==> src/rtl/perceptron_trainer_n.sv <==
// perceptron_trainer_n: N-input perceptron trainer, serial MAC, saturating update.
// Optional dead-zone decision: define PERCEPTRON_THETA_EN to add the theta input.
module perceptron_trainer_n #(
   parameter int N_IN   = 2,
   parameter int XW     = 7,
   parameter int WW     = 14,
   parameter int N_SMP  = 4,
   parameter int MAX_EP = 64,
   parameter int ALW    = 4,
   localparam int AW    = (N_SMP > 1) ? $clog2(N_SMP) : 1,
   localparam int YW    = WW + XW + $clog2(N_IN + 1),
   localparam int DW    = N_IN * XW + 2
) (
   input  logic               clk,
   input  logic               rst,
   input  logic               start,
   input  logic [ALW-1:0]     alpha,
`ifdef PERCEPTRON_THETA_EN
   input  logic [WW-1:0]      theta,
`endif
   output logic               smp_rd,
   output logic [AW-1:0]      smp_addr,
   input  logic [DW-1:0]      smp_data,
   output logic               ready,
   output logic               done,
   output logic               converged,
   output logic [7:0]         epoch_cnt,
   output logic [N_IN*WW-1:0] w_flat,
   output logic [WW-1:0]      bias,
   output logic [YW-1:0]      y_out
);

   localparam int CW = $clog2(N_IN + 1);
   localparam int PW = WW + XW;
   localparam int MW = XW + ALW + 1;
   localparam int UW = WW + XW + ALW + 2;
   localparam logic [CW-1:0] K_LAST  = CW'(N_IN);
   localparam logic [AW-1:0] I_LAST  = AW'(N_SMP - 1);
   localparam logic [7:0]    EP_LAST = 8'(MAX_EP);

   typedef enum logic [2:0] {
      IDLE,
      FETCH,
      LATCH,
      ACC,
      DECIDE,
      UPDATE,
      EPEND,
      DONE
   } state_t;

   state_t state_q, state_d;

   logic [AW-1:0]             idx_q, idx_d;
   logic [CW-1:0]             k_q, k_d;
   logic [N_IN-1:0][XW-1:0]   x_q, x_d;
   logic                      tneg_q, tneg_d;
   logic [N_IN-1:0][WW-1:0]   w_q, w_d;
   logic [WW-1:0]             b_q, b_d;
   logic signed [YW-1:0]      acc_q, acc_d;
   logic [YW-1:0]             y_q, y_d;
   logic [7:0]                ep_q, ep_d;
   logic                      conv_q, conv_d;
   logic                      upd_q, upd_d;
   logic [ALW-1:0]            alpha_q, alpha_d;
   logic                      done_q, done_d;

   logic                      last_k;
   logic                      last_i;
   logic                      ep_lim;
   logic                      mis;
   logic [AW-1:0]             idx_nx;

   logic signed [WW-1:0]      w_sel;
   logic signed [XW-1:0]      x_sel;
   logic signed [PW-1:0]      w_ext, xw_ext, prod;
   logic signed [YW-1:0]      prod_ext;
   logic signed [MW-1:0]      a_ext, xa_ext, mag, delta;
   logic signed [UW-1:0]      sum;
   logic                      ovf;
   logic [WW-1:0]             newv;

   assign last_k = (k_q == K_LAST);
   assign last_i = (idx_q == I_LAST);
   assign ep_lim = ((ep_q + 8'd1) == EP_LAST);
   assign idx_nx = last_i ? '0 : idx_q + AW'(1);

   // Step 0 selects bias with unit input, so bias and weights share one path.
   always_comb begin
      w_sel = b_q;
      x_sel = XW'(1);
      for (int i = 0; i < N_IN; i++) begin
         if (k_q == CW'(i + 1)) begin
            w_sel = w_q[i];
            x_sel = x_q[i];
         end
      end
   end

   always_comb begin
      w_ext    = {{XW{w_sel[WW-1]}}, w_sel};
      xw_ext   = {{WW{x_sel[XW-1]}}, x_sel};
      prod     = w_ext * xw_ext;
      prod_ext = {{(YW-PW){prod[PW-1]}}, prod};
   end

   always_comb begin
      a_ext  = {{(XW+1){1'b0}}, alpha_q};
      xa_ext = {{(ALW+1){x_sel[XW-1]}}, x_sel};
      mag    = a_ext * xa_ext;
      delta  = tneg_q ? -mag : mag;
      sum    = {{(UW-WW){w_sel[WW-1]}}, w_sel}
             + {{(UW-MW){delta[MW-1]}}, delta};
      ovf    = (sum[UW-1:WW-1] != {(UW-WW+1){sum[UW-1]}});
      if (ovf) begin
         newv = sum[UW-1] ? {1'b1, {(WW-1){1'b0}}}
                          : {1'b0, {(WW-1){1'b1}}};
      end else begin
         newv = sum[WW-1:0];
      end
   end

`ifdef PERCEPTRON_THETA_EN
   logic signed [YW-1:0] thx, nthx;
   logic                 above, below;

   // A zero decision inside the dead zone never matches a bipolar target.
   always_comb begin
      thx   = {{(YW-WW){1'b0}}, theta};
      nthx  = -thx;
      above = (acc_q > thx);
      below = (acc_q < nthx);
      mis   = !((above && !tneg_q) || (below && tneg_q));
   end
`else
   always_comb begin
      mis = (acc_q[YW-1] != tneg_q);
   end
`endif

   always_ff @(posedge clk or negedge rst) begin
      if (!rst) begin
         state_q <= IDLE;
      end else begin
         state_q <= state_d;
      end
   end

   always_comb begin
      state_d = state_q;
      unique case (state_q)
         IDLE, DONE: if (start) state_d = FETCH;
         FETCH:      state_d = LATCH;
         LATCH:      state_d = ACC;
         ACC:        if (last_k) state_d = DECIDE;
         DECIDE: begin
            if (mis)         state_d = UPDATE;
            else if (last_i) state_d = EPEND;
            else             state_d = FETCH;
         end
         UPDATE: begin
            if (last_k) state_d = last_i ? EPEND : FETCH;
         end
         EPEND: begin
            if (!upd_q || ep_lim) state_d = DONE;
            else                  state_d = FETCH;
         end
         default:    state_d = IDLE;
      endcase
   end

   always_comb begin
      smp_rd = 1'b0;
      ready  = 1'b0;
      unique case (1'b1)
         (state_q == FETCH):                     smp_rd = 1'b1;
         (state_q == IDLE) || (state_q == DONE): ready  = 1'b1;
         default: ;
      endcase
   end

   always_comb begin
      idx_d   = idx_q;
      k_d     = k_q;
      x_d     = x_q;
      tneg_d  = tneg_q;
      w_d     = w_q;
      b_d     = b_q;
      acc_d   = acc_q;
      y_d     = y_q;
      ep_d    = ep_q;
      conv_d  = conv_q;
      upd_d   = upd_q;
      alpha_d = alpha_q;
      done_d  = (state_d == DONE) && (state_q != DONE);
      unique case (state_q)
         IDLE, DONE: begin
            if (start) begin
               alpha_d = alpha;
               w_d     = '0;
               b_d     = '0;
               ep_d    = '0;
               conv_d  = 1'b0;
               upd_d   = 1'b0;
               idx_d   = '0;
            end
         end
         LATCH: begin
            x_d    = smp_data[N_IN*XW-1:0];
            tneg_d = smp_data[DW-1] & smp_data[DW-2];
            acc_d  = '0;
            k_d    = '0;
         end
         ACC: begin
            acc_d = acc_q + prod_ext;
            k_d   = last_k ? '0 : k_q + CW'(1);
         end
         DECIDE: begin
            y_d = acc_q;
            if (mis) upd_d = 1'b1;
            else     idx_d = idx_nx;
         end
         UPDATE: begin
            if (k_q == '0) b_d = newv;
            for (int i = 0; i < N_IN; i++) begin
               if (k_q == CW'(i + 1)) w_d[i] = newv;
            end
            k_d = last_k ? '0 : k_q + CW'(1);
            if (last_k) idx_d = idx_nx;
         end
         EPEND: begin
            ep_d = ep_q + 8'd1;
            if (!upd_q)      conv_d = 1'b1;
            else if (ep_lim) conv_d = 1'b0;
            else             upd_d  = 1'b0;
         end
         default: ;
      endcase
   end

   always_ff @(posedge clk or negedge rst) begin
      if (!rst) begin
         idx_q   <= '0;
         k_q     <= '0;
         x_q     <= '0;
         tneg_q  <= 1'b0;
         w_q     <= '0;
         b_q     <= '0;
         acc_q   <= '0;
         y_q     <= '0;
         ep_q    <= '0;
         conv_q  <= 1'b0;
         upd_q   <= 1'b0;
         alpha_q <= '0;
         done_q  <= 1'b0;
      end else begin
         idx_q   <= idx_d;
         k_q     <= k_d;
         x_q     <= x_d;
         tneg_q  <= tneg_d;
         w_q     <= w_d;
         b_q     <= b_d;
         acc_q   <= acc_d;
         y_q     <= y_d;
         ep_q    <= ep_d;
         conv_q  <= conv_d;
         upd_q   <= upd_d;
         alpha_q <= alpha_d;
         done_q  <= done_d;
      end
   end

   assign smp_addr  = idx_q;
   assign done      = done_q;
   assign converged = conv_q;
   assign epoch_cnt = ep_q;
   assign w_flat    = w_q;
   assign bias      = b_q;
   assign y_out     = y_q;

endmodule

==> config.mk <==
export PLATFORM = sky130hd
export DESIGN_NAME = perceptron_trainer_n
export DESIGN_NICKNAME = d
export VERILOG_FILES = /design/src/rtl/perceptron_trainer_n.sv
export SDC_FILE = /design/constraint.sdc
export NUM_CORES = 1
export LEC_CHECK = 0
export CAP_MARGIN = 5
export CORE_MARGIN = 4
export CORE_UTILIZATION = 28
export CTS_CLUSTER_SIZE = 16
export DETAILED_ROUTE_END_ITERATION = 8
export GPL_TIMING_DRIVEN = 0
export SYNTH_ARGS = -nofsm -noshare
export SYNTH_HDL_FRONTEND = slang
export SYNTH_SLANG_ARGS = --single-unit
==> constraint.sdc <==
create_clock -name clk -period 6.9 [get_ports clk]
set_clock_uncertainty 0.2 [all_clocks]
set_input_delay 2.07 -clock clk [delete_from_list [all_inputs] [get_ports clk]]
set_output_delay 2.07 -clock clk [all_outputs]
set_load 0.1 [all_outputs]
==> results_dict.tcl <==
set metrics [dict create \
    syn_to_final_growth_pct 22.21 \
    crit_path_end_kind "flip-flop" \
    clockBufferDepth 2 \
    cp_max_fo 10 \
    rows 74 \
    clk_latency_ns 0.43 \
    dieHeight_um 213.0 \
    insertedDiodeCount 0 \
    grt_max_degree 92 \
    start_kind "flip-flop" \
    fin_crit_sh 0.9725 \
    yosys.cell_types.count 69 \
    synth_seq_area_share 0.2658 \
    final_nets 1613 \
    syn_inst 1252 \
    rsz0062_at_grt "true" \
    cp.required_ns 7.04 \
    dp_worst_setup_slack_ns -1.036 \
    status "completed" \
    synth-async-reset-ratio 1.000 \
    worst_pin_slew_ns 1.038 \
    io_pins 102 \
    viasPerCell 4.863 \
    holdWs_ns 0.3119 \
    place_hpwl_mm 26.26 \
    criticalPathCategory "reg -> reg" \
    final-hold-violation-count 0 \
    drc 0 \
    setup_ws_ns 0.1894 \
    clock-root-buffer "clkbuf_16" \
    numCtsBuffers 17 \
    final_common_cell "inv_1" \
    ant_nets 0 \
    period_needed_ns 6.711 \
    antenna_found_initial 0 \
    post_drt_wl_per_cell_um 17.00 \
    portBuffers 101 \
    fillers 4109 \
    die_w_um 213.0 \
    critPathTopFamily "adder cells" \
    grtUsageTotal 0.1486 \
    vias 9376 \
    synthesis.area_sq_um 11770 \
    critical_path.max_stage_delay_ns 0.49 \
    crit_top_cell "ha_1" \
    grt_pass1_vias 9702 \
    ys_warn_count 0 \
    hold_class "reg -> reg" \
    crit_arrival_ns 6.85 \
    slew_viol_final 0 \
    setup_viol 0 \
    grt_pass1_wl_mm 53.73 \
    timing.critical_path.buf_inv 7 \
    synth_edf_count 0 \
    maxCapViolations 0 \
    clkSlewWorstSetupHoldPaths_ns 0.07 \
    cts_tree "built" \
    initial_core_util 0.2856 \
    timing.fmax_ghz 0.1490 \
    ys_seq_elements 125 \
    layout_common_cells "inv_1, nand2_1, dfrtp_1, fa_1, clkdlybuf4s50_1" \
    drtPass1Iterations 8 \
    gp_congestion 0.8851 \
    postRouteWirelength_mm 32.77 \
    syn_nets 1482 \
    avgSynthCellArea_sq_um 9.399 \
    grt_remaining_overflow 0 \
    cts_max_level 4 \
    critPathSlowestCell "fa_1" \
    drive_gt1_frac 0.1160 \
    clock-sinks 125 \
    fp.coreArea_sq_um 41200 \
    drt_iter0_markers 532 \
    die_area_sq_um 45370 \
    relSlewSlack 0.3059 \
    synth_flop_cell "dfrtp_1" \
]
[path summary, 6_finish.rpt]
| kind | startpoint | end | slack, ns | depth (start not counted) |
|---|---|---|---|---|
| worst min-delay path | y_out[3] | y_out[3] | 0.31 | 1 |
| min in group asynchronous | rst | y_out[5] | 1.32 | 1 |
| max in group asynchronous | rst | w_flat[26] | 4.37 | 2 |
| worst min register to register | y_out[3] | y_out[3] | 0.31 | 1 |
| worst max register to register | k_q[0] | w_flat[10] | 0.19 | 28 |
| worst max-delay path | k_q[0] | w_flat[10] | 0.19 | 28 |
[stage by stage]
stage / instances / utilization / area, sq um / setup TNS (ns)
after floorplan: 1252 / - / 11770 / 0
after global placement: 1885 / 0.3263 / 13440 / -227.11
after detailed placement: 1886 / 0.3270 / 13470 / -33.81
after CTS: 1926 / 0.3447 / 14200 / 0
after global routing: 1928 / 0.3490 / 14380 / -0.05733
final: 1928 / 0.3490 / 14380 / 0
[registers in the layout (all words and copies together) (netlist names), 2 cells and up]
signal / cells
epoch_cnt: 8
bias: 14
k_q: 2
w_flat: 28
y_out: 23
acc_q: 23
smp_addr: 2
alpha_q: 4
state_q: 3
x_q: 14
[metal layers]
metal | global-route usage | vias up | wire, um
met1 | 0.2032 | 4670 | 15060
met2 | 0.2399 | 214 | 15220
met3 | 0.03409 | 29 | 1925
met5 | 0 | - | 0
li1 | - | 4463 | -
met4 | 0.03732 | 0 | 556
[Yosys cell counts (all sizes together) (3+ instances only)]
library cell / number / area share
a211oi: 9 / 0.0057
a21o: 11 / 0.0070
a21oi: 32 / 0.014
a22o: 10 / 0.0074
a22oi: 7 / 0.0045
a31oi: 9 / 0.0053
and2: 14 / 0.0074
and3: 4 / 0.0021
buf: 14 / 0.0073
clkbuf: 34 / 0.011
dfrtp: 125 / 0.27
fa: 116 / 0.20
ha: 91 / 0.097
inv: 162 / 0.052
maj3: 12 / 0.011
mux2: 38 / 0.036
mux2i: 4 / 0.0034
nand2: 145 / 0.047
nand2b: 17 / 0.0090
nand3: 34 / 0.014
nand4: 6 / 0.0032
nor2: 81 / 0.026
nor2b: 22 / 0.012
nor3: 10 / 0.0047
o2111ai: 3 / 0.0022
o211ai: 4 / 0.0026
o21a: 7 / 0.0045
o21ai: 99 / 0.042
o21bai: 4 / 0.0026
o22a: 15 / 0.011
o22ai: 3 / 0.0021
o31ai: 23 / 0.018
o32a: 3 / 0.0026
or3: 6 / 0.0032
xnor2: 39 / 0.029
xor2: 14 / 0.010
[cell type report]
type / count / area, sq um / area share
clock inverters: 15 / 170.2 / 0.01183
multi-input cells: 916 / 8005 / 0.5566
repair buffers: 113 / 1139 / 0.07917
clock buffers: 17 / 425.4 / 0.02958
flip-flops and latches: 125 / 3131 / 0.2177
well taps: 532 / 665.6 / 0.04628
plain buffers: 47 / 234.0 / 0.01627
inverters: 163 / 611.8 / 0.04254
[cell families after synthesis]
| family | after synthesis | share of synthesized area |
|---|---|---|
| xor gates and xnor gates | 53 | 0.03945 |
| DFF | 125 | 0.2658 |
| adders and majority gates | 219 | 0.3052 |
| and+or+nand+nor | 347 | 0.1341 |
| buffers and inverters | 211 | 0.07028 |
| AOI/OAI and AO/OA | 255 | 0.1455 |
| muxes | 42 | 0.03977 |
[what timing repair did]
item / CTS / global route
pin swaps: 4 / 7
endpoints found under the setup margin: 43 / 50
buffers inserted: 9 / 2
resized for setup: 17 / 52
hold buffers: 0 / 0
[worst register-to-register path: cells and delay by family (launching register included)]
family	cells	cell delay, ns
buf+inv	7	0.90
xor+xnor	1	0.12
simple gates	5	0.94
flops	1	0.46
compound gates	9	1.83
fa+ha+maj	6	2.18
Power is not shown: default switching activity piles up to over one toggle a cycle in this logic, so the estimate is an artifact.
